File: config.mk
export PLATFORM = sky130hd
export DESIGN_NAME = pipeline_ctrl
export DESIGN_NICKNAME = d
export VERILOG_FILES = /design/src/rtl/arm_pkg.sv /design/src/rtl/pipeline_ctrl_sat_counter.sv /design/src/rtl/pipeline_ctrl.sv
export SDC_FILE = /design/constraint.sdc
export NUM_CORES = 1
export LEC_CHECK = 0
export ABC_CLOCK_PERIOD_IN_PS = 4430
export CORE_ASPECT_RATIO = 0.75
export CORE_MARGIN = 5
export CORE_UTILIZATION = 39
export CTS_CLUSTER_SIZE = 40
export DETAILED_ROUTE_END_ITERATION = 12
export HOLD_SLACK_MARGIN = 0.12
export SLEW_MARGIN = 20
export SYNTH_ARGS = -nofsm -noshare
export SYNTH_HDL_FRONTEND = slang
export SYNTH_SLANG_ARGS = --single-unit
File: constraint.sdc
create_clock -name clk -period 4.43 [get_ports clk]
set_input_delay 1.1075 -clock clk [delete_from_list [all_inputs] [get_ports clk]]
set_output_delay 1.1075 -clock clk [all_outputs]
set_load 0.05 [all_outputs]
File: src/rtl/arm_pkg.sv
// Shared types and defaults for the ARM pipeline control blocks.
// No logic; state encoding and parameter defaults only.
// Not applicable: no data path, no backpressure.
package arm_pkg;

    typedef enum logic [1:0] {
        ST_RUN      = 2'd0,
        ST_MEM_WAIT = 2'd1,
        ST_ERROR    = 2'd2
    } state_t;

    localparam int MEM_TIMEOUT_DEF = 255;
    localparam int TO_W_DEF        = 8;
    localparam int CNT_W_DEF       = 16;

endpackage

File: src/rtl/pipeline_ctrl_sat_counter.sv
// Saturating up-counter used for the pipeline performance counters.
// Latency: count reflects inc one cycle later.
// Backpressure: none; holds at all-ones instead of wrapping.
module sat_counter #(
    parameter int W = 16
) (
    input  logic         clk,
    input  logic         rst,
    input  logic         inc,
    output logic [W-1:0] count
);

    always_ff @(posedge clk) begin
        if (rst) begin
            count <= '0;
        end else if (inc && (count != {W{1'b1}})) begin
            count <= count + W'(1);
        end
    end

endmodule

File: src/rtl/pipeline_ctrl.sv
// Stall/flush sequencer: pipeline freeze/flush controls plus SRAM start/ready handshake with timeout.
// Latency: controls are combinational (zero cycles); state and counters update on the rising edge.
// Backpressure: an SRAM access freezes the whole pipeline until sram_ready, or forever on timeout.
module pipeline_ctrl
    import arm_pkg::*;
#(
    parameter int MEM_TIMEOUT = MEM_TIMEOUT_DEF,
    parameter int TO_W        = TO_W_DEF,
    parameter int CNT_W       = CNT_W_DEF
) (
    input  logic             clk,
    input  logic             rst,
    input  logic             hazard_detected,
    input  logic             branch_taken,
    input  logic             mem_req,
    input  logic             sram_ready,
    output logic             freeze_pc,
    output logic             freeze_if_id,
    output logic             flush_if_id,
    output logic             bubble_id_exe,
    output logic             freeze_all,
    output logic             sram_start,
    output logic             mem_error,
    output logic [1:0]       state,
    output logic [CNT_W-1:0] stall_count,
    output logic [CNT_W-1:0] flush_count
);

    state_t          state_q, state_d;
    logic [TO_W-1:0] wait_q, wait_d;

    always_ff @(posedge clk) begin
        if (rst) begin
            state_q <= ST_RUN;
            wait_q  <= '0;
        end else begin
            state_q <= state_d;
            wait_q  <= wait_d;
        end
    end

    always_comb begin
        state_d       = state_q;
        wait_d        = wait_q;
        freeze_pc     = 1'b0;
        freeze_if_id  = 1'b0;
        flush_if_id   = 1'b0;
        bubble_id_exe = 1'b0;
        freeze_all    = 1'b0;
        sram_start    = 1'b0;
        mem_error     = 1'b0;

        case (state_q)
            ST_RUN: begin
                if (mem_req) begin
                    // Branch/hazard wait: EXE is frozen so they are re-presented later.
                    sram_start   = 1'b1;
                    freeze_pc    = 1'b1;
                    freeze_if_id = 1'b1;
                    freeze_all   = 1'b1;
                    wait_d       = '0;
                    state_d      = ST_MEM_WAIT;
                end else if (branch_taken) begin
                    flush_if_id   = 1'b1;
                    bubble_id_exe = 1'b1;
                end else if (hazard_detected) begin
                    freeze_pc     = 1'b1;
                    freeze_if_id  = 1'b1;
                    bubble_id_exe = 1'b1;
                end
            end
            ST_MEM_WAIT: begin
                if (sram_ready) begin
                    state_d = ST_RUN;
                    if (branch_taken) begin
                        flush_if_id   = 1'b1;
                        bubble_id_exe = 1'b1;
                    end else if (hazard_detected) begin
                        freeze_pc     = 1'b1;
                        freeze_if_id  = 1'b1;
                        bubble_id_exe = 1'b1;
                    end
                end else begin
                    freeze_pc    = 1'b1;
                    freeze_if_id = 1'b1;
                    freeze_all   = 1'b1;
                    wait_d       = wait_q + TO_W'(1);
                    if (wait_q == TO_W'(MEM_TIMEOUT - 1)) begin
                        state_d = ST_ERROR;
                    end
                end
            end
            ST_ERROR: begin
                freeze_pc    = 1'b1;
                freeze_if_id = 1'b1;
                freeze_all   = 1'b1;
                mem_error    = 1'b1;
            end
            default: state_d = ST_RUN;
        endcase

        if (rst) begin
            freeze_pc     = 1'b0;
            freeze_if_id  = 1'b0;
            flush_if_id   = 1'b0;
            bubble_id_exe = 1'b0;
            freeze_all    = 1'b0;
            sram_start    = 1'b0;
            mem_error     = 1'b0;
        end
    end

    assign state = state_q;

    sat_counter #(.W(CNT_W)) u_stall_cnt (
        .clk   (clk),
        .rst   (rst),
        .inc   (freeze_pc),
        .count (stall_count)
    );

    sat_counter #(.W(CNT_W)) u_flush_cnt (
        .clk   (clk),
        .rst   (rst),
        .inc   (flush_if_id),
        .count (flush_count)
    );

endmodule

# Word level (Yosys, flattened, before mapping)
# Index checks and enable logic that the tools add are counted.
# word_totals
reg_bits	42
latchBits	0
ram_bits	0
rom_bits	0
in_bits	6
output_inout_bits	41
elab_cells	53
n_memories	0
# classes
n_addsub	3
mul	0
div_mod_pow	0
order_cmp	0
n_eq_ne	8
n_shift	0
n_mux	31
bitwise	1
reduce_logical	6
# op_table
operator	count
$add 16x1->16 const B	2
$ne 16x16->1 const B	2
$mux 1	20
$mux 8	2
$pmux 8 s2	1
$add 8x1->8 const B	1
$eq 8x8->1 const B	1
$mux 2	3
$pmux 1 s3	2
$pmux 2 s3	1
$reduce_and 3->1	2
$ne 2x2->1 const B	2
$pmux 1 s2	2
$ne 3x3->1 const B	1
$eq 2x1->1 const B	1
$eq 2x2->1 const B	1
$logic_and 1x1->1	2
$logic_not 2->1	1
$reduce_bool 2->1	1
$not 1->1	1

# Longest topological paths before layout
# logic_depth
depth_word	6
ltp_mapped	7
ltp_nobuf	6

# By module
# Synthesis repeated with hierarchy kept, for this count alone.
# unflattened
cells_unflattened	274
area_unflattened_um2	2324.7
# by_module_without_submodules
module	n_inst	cells_per_inst	area_each_um2	seq_area_each_um2
sat_counter	2	99	848.3	320.3
pipeline_ctrl	1	76	628.1	200.2

# Least setup slack after synthesis
# Ideal clock, no wire load.
# synth_path
kind	input to output
startpoint	input rst
endpoint	output bubble_id_exe
arrival_ps	3010
required_time_ps	3323
slack_ps	312
path_stages	3
path_buffers	2
cell_sequence	buf_2 > buf_1 > nor4_1
# synth_via
elab_chain_cells	1
# synth_rtl
element	line_no	text
start, declared	pipeline_ctrl.sv:12	input logic rst,
$mux 1	pipeline_ctrl.sv:102	if (rst) begin
end, declared	pipeline_ctrl.sv:20	output logic bubble_id_exe,
# Every way passes these cells.

# Final worst setup path
# layout_path
startpoint	input sram_ready
endpoint	output bubble_id_exe
# layout_via
elab_chain_cells	3
# layout_rtl
element	line_no	text
start, declared	pipeline_ctrl.sv:16	input logic sram_ready,
$mux 1	pipeline_ctrl.sv:73	if (sram_ready) begin
$pmux 1 s2	pipeline_ctrl.sv:53	case (state_q)
$mux 1	pipeline_ctrl.sv:102	
# Every way passes these cells.

==> run metrics <==
result of the run completed; Nets 310; insertion delay to the later sink of the worst-skew pair 0.30 ns; violation count after the first detailed-route iteration 83; worst-case setup slack after placement just under 0.7 ns; max-capacitance violation count 0; number of warnings reported in the yosys synthesis log 0; remaining routing DRC violations 0; fin cells 376; proportion of synthesized flip-flops having asynchronous set or reset 0; number of port buffers 46; Critical path buffers and inverters 2; clock tree root buffer cell sky130_fd_sc_hd__clkbuf_8; part of the Yosys area used for sequential elements 0.393; Worst Hold Margin 0.510 ns; first-pass GRT wire length 8790 µm; final hold violation count 0; maximum buffer depth of the clock tree 2; floorplan core area around 5300 µm²; total power per unit cell area 278 nW/µm²; FMAX approximately 260 MHz; critical path, cell by cell clkdlybuf4s50_1 -> nand2b_1 -> nand2_1 -> nor4_1 -> buf_12; leading cell types by total area after synthesis sky130_fd_sc_hd__dfxtp_1 39%, sky130_fd_sc_hd__xnor2_1 6.1%, sky130_fd_sc_hd__nor2_1 6.0%; placer congestion estimate 0.799; headroom to the max-slew limit 0.484; mapped cell area 2140 µm²; Avg Vias per Cell 5.20; CTS buffer count 5; final HPWL from detailed placement 3750 µm; Slowest cell on crit path sky130_fd_sc_hd__clkdlybuf4s50_1; number of enable-type register cells in the synthesized netlist 0; number of antenna violations at the first check in global routing 0; clock skew 0.00369 ns; count of distinct cell types in the synthesized netlist 46; kind of launch point of the worst setup path input port; Clock Sink Count 42; final slew viol count 0; data arrival time at the worst-slack endpoint approximately 2.7 ns; Post-Place Cells around 370; met1 Resource Use GR 0.231; global route hottest layer met1; DR vias 1955; unrepaired setup endpoints after global routing false; Post-Route Utilization 0.530; final setup violating endpoints 0; share of final-layout standard cells stronger than drive strength 1 0.0897; CTS clock-pin slew for the worst setup and hold paths roughly 0.080 ns; worst hold path class reg -> reg; required time of the critical path 3.32 ns; max incr delay on CP 0.57 ns; kind of capture point of the worst setup path output port; horizontal die dimension roughly 96 µm; average cell area after synthesis about 8.4 µm²; global routing usage on met3 0.0404; I/O pin count between 40 and 50; initial core utilization 0.402; Die H 74.2 µm; most frequently used cell type in the post-synthesis netlist sky130_fd_sc_hd__dfxtp_1; part of the cycle the worst path needs 0.854; ranking of synthesized cells by instance count 42 x sky130_fd_sc_hd__dfxtp_1, 34 x sky130_fd_sc_hd__nor2_1, 27 x sky130_fd_sc_hd__nand2_1; Crit Path Max Fanout 6; global routing usage on met2 0.228; number of post-CTS setup repair buffers 0; GRT Residual Overflow 0; Worst Path Class, Setup in -> out; gate family responsible for the most delay along the worst path simple AND/OR/NAND/NOR gates; FILL cells around 510; clock tree from TritonCTS yes; minimum clock period 3.78 ns; CTS hold repair buffers 0; cells resized by post-CTS repair 0; area added between synthesis and finish 31.7%; LEAKAGE 0.000953 µW; count of antenna-violating nets left after detailed routing 0; DIE AREA 7090 µm²; min setup slack post-route 0.648 ns; Slew @ Worst Pin 0.768 ns; GR Util All Layers 0.159; wire length reported by the detailed router 5190 µm; top_reg_cell synth sky130_fd_sc_hd__dfxtp_1; via count of the first global-routing pass 1841; wire length per cell after detailed routing 13.8 µm; gate count of the mapped netlist approximately 260; H-tree depth 2; count of antenna diodes in the layout 0; highest ir drop seen on vdd 0.000135 V; share of the synthesized area in the top cell type 0.393; maximum number of pins on one net before global-route repair 28; Total Neg Setup Slack 0 ns; cell taking the most area after synthesis sky130_fd_sc_hd__dfxtp_1; nets in the synthesized netlist 266; count of standard-cell rows 23; detailed-routing iteration count for the pre-antenna-repair pass 4; #FFs+latches synth 42
cells by family after synthesis:
| kind of cell | synth area share |
|---|---|
| flip-flops | 0.393 |
| XOR/XNOR | 0.0777 |
| AO/OA/AOI/OAI | 0.125 |
| multiplexers | 0.0333 |
| buffers and inverters | 0.0380 |
| AND/OR/NAND/NOR | 0.310 |
| adder cells (fa/ha/maj) | 0.0234 |
per-layer routing:
layer	share of wire	vias up	wire length (µm)
li1	-	1011	-
met1	0.51	881	2650
met2	0.40	57	2090
met3	0.074	6	386
met4	0.012	0	64
met5	0	-	0
worst reg2reg max path, cell delays in order (launching register included):
cell and delay (ns):
sky130_fd_sc_hd__dfxtp_1 0.49, sky130_fd_sc_hd__nor3b_1 0.37, sky130_fd_sc_hd__nand4_1 0.33, sky130_fd_sc_hd__nor4_1 0.63, sky130_fd_sc_hd__a31o_2 0.24, sky130_fd_sc_hd__a21oi_1 0.06
cells in the final DEF, fill, tap and decap left out, drive strengths merged, types with 2 or more instances in the layout:
| master | n |
|---|---|
| nor3 | 5 |
| clkdlybuf4s50 | 39 |
| nor4 | 10 |
| xnor2 | 15 |
| nor2b | 3 |
| and4 | 2 |
| nor2 | 34 |
| nand4 | 12 |
| inv | 7 |
| or3 | 2 |
| nor4b | 4 |
| buf | 9 |
| mux2i | 6 |
| a31o | 4 |
| nand2 | 27 |
| a211oi | 5 |
| and2 | 2 |
| o21ai | 2 |
| o31ai | 4 |
| nand2b | 5 |
| or4 | 4 |
| and3 | 4 |
| ha | 4 |
| dfxtp | 42 |
| nand3 | 11 |
| xor2 | 4 |
| a21oi | 16 |
| clkbuf | 7 |
final timing paths:
path | from | endpoint | slack (ns) | cells after the start
max reg2reg | state[1] | u_flush_cnt.count[15] | 2.18 | 5
min | wait_q[5] | wait_q[5] | 0.51 | 2
min reg2reg | wait_q[5] | wait_q[5] | 0.51 | 2
max | sram_ready | bubble_id_exe | 0.65 | 5
sequential cells by signal (all words and copies together) (netlist names):
register and count:
u_flush_cnt.count 16, wait_q 8, state 2, u_stall_cnt.count 16
where the power goes:
| group | internal (µW) | switching, µW | total (µW) |
|---|---|---|---|
| sequential | 381 | 6.91 | 388 |
| combinational | 35.6 | 59.4 | 95.0 |
| clock | 169 | 132 | 301 |
| total | 585 | 198 | 784 |
layout make-up:
type | count | area (µm²) | share of cell area
Timing Repair Buffer | 48 | 533 | 0.189
Inverter | 7 | 26.3 | 0.00932
Multi-Input combinational cell | 196 | 1220 | 0.433
Tap cell | 75 | 93.8 | 0.0333
Clock inverter | 1 | 30.0 | 0.0106
Sequential cell | 42 | 841 | 0.298
Clock buffer | 7 | 76.3 | 0.0271
per-stage QoR:
step | instance area (µm²) | power, µW
final | 2820 | 784
after floorplan | 2140 | 457
after global placement | 2710 | 492
after global routing | 2820 | 818
after detailed placement | 2710 | 492
after CTS | 2820 | 793
(Power assumes the default switching activity.)
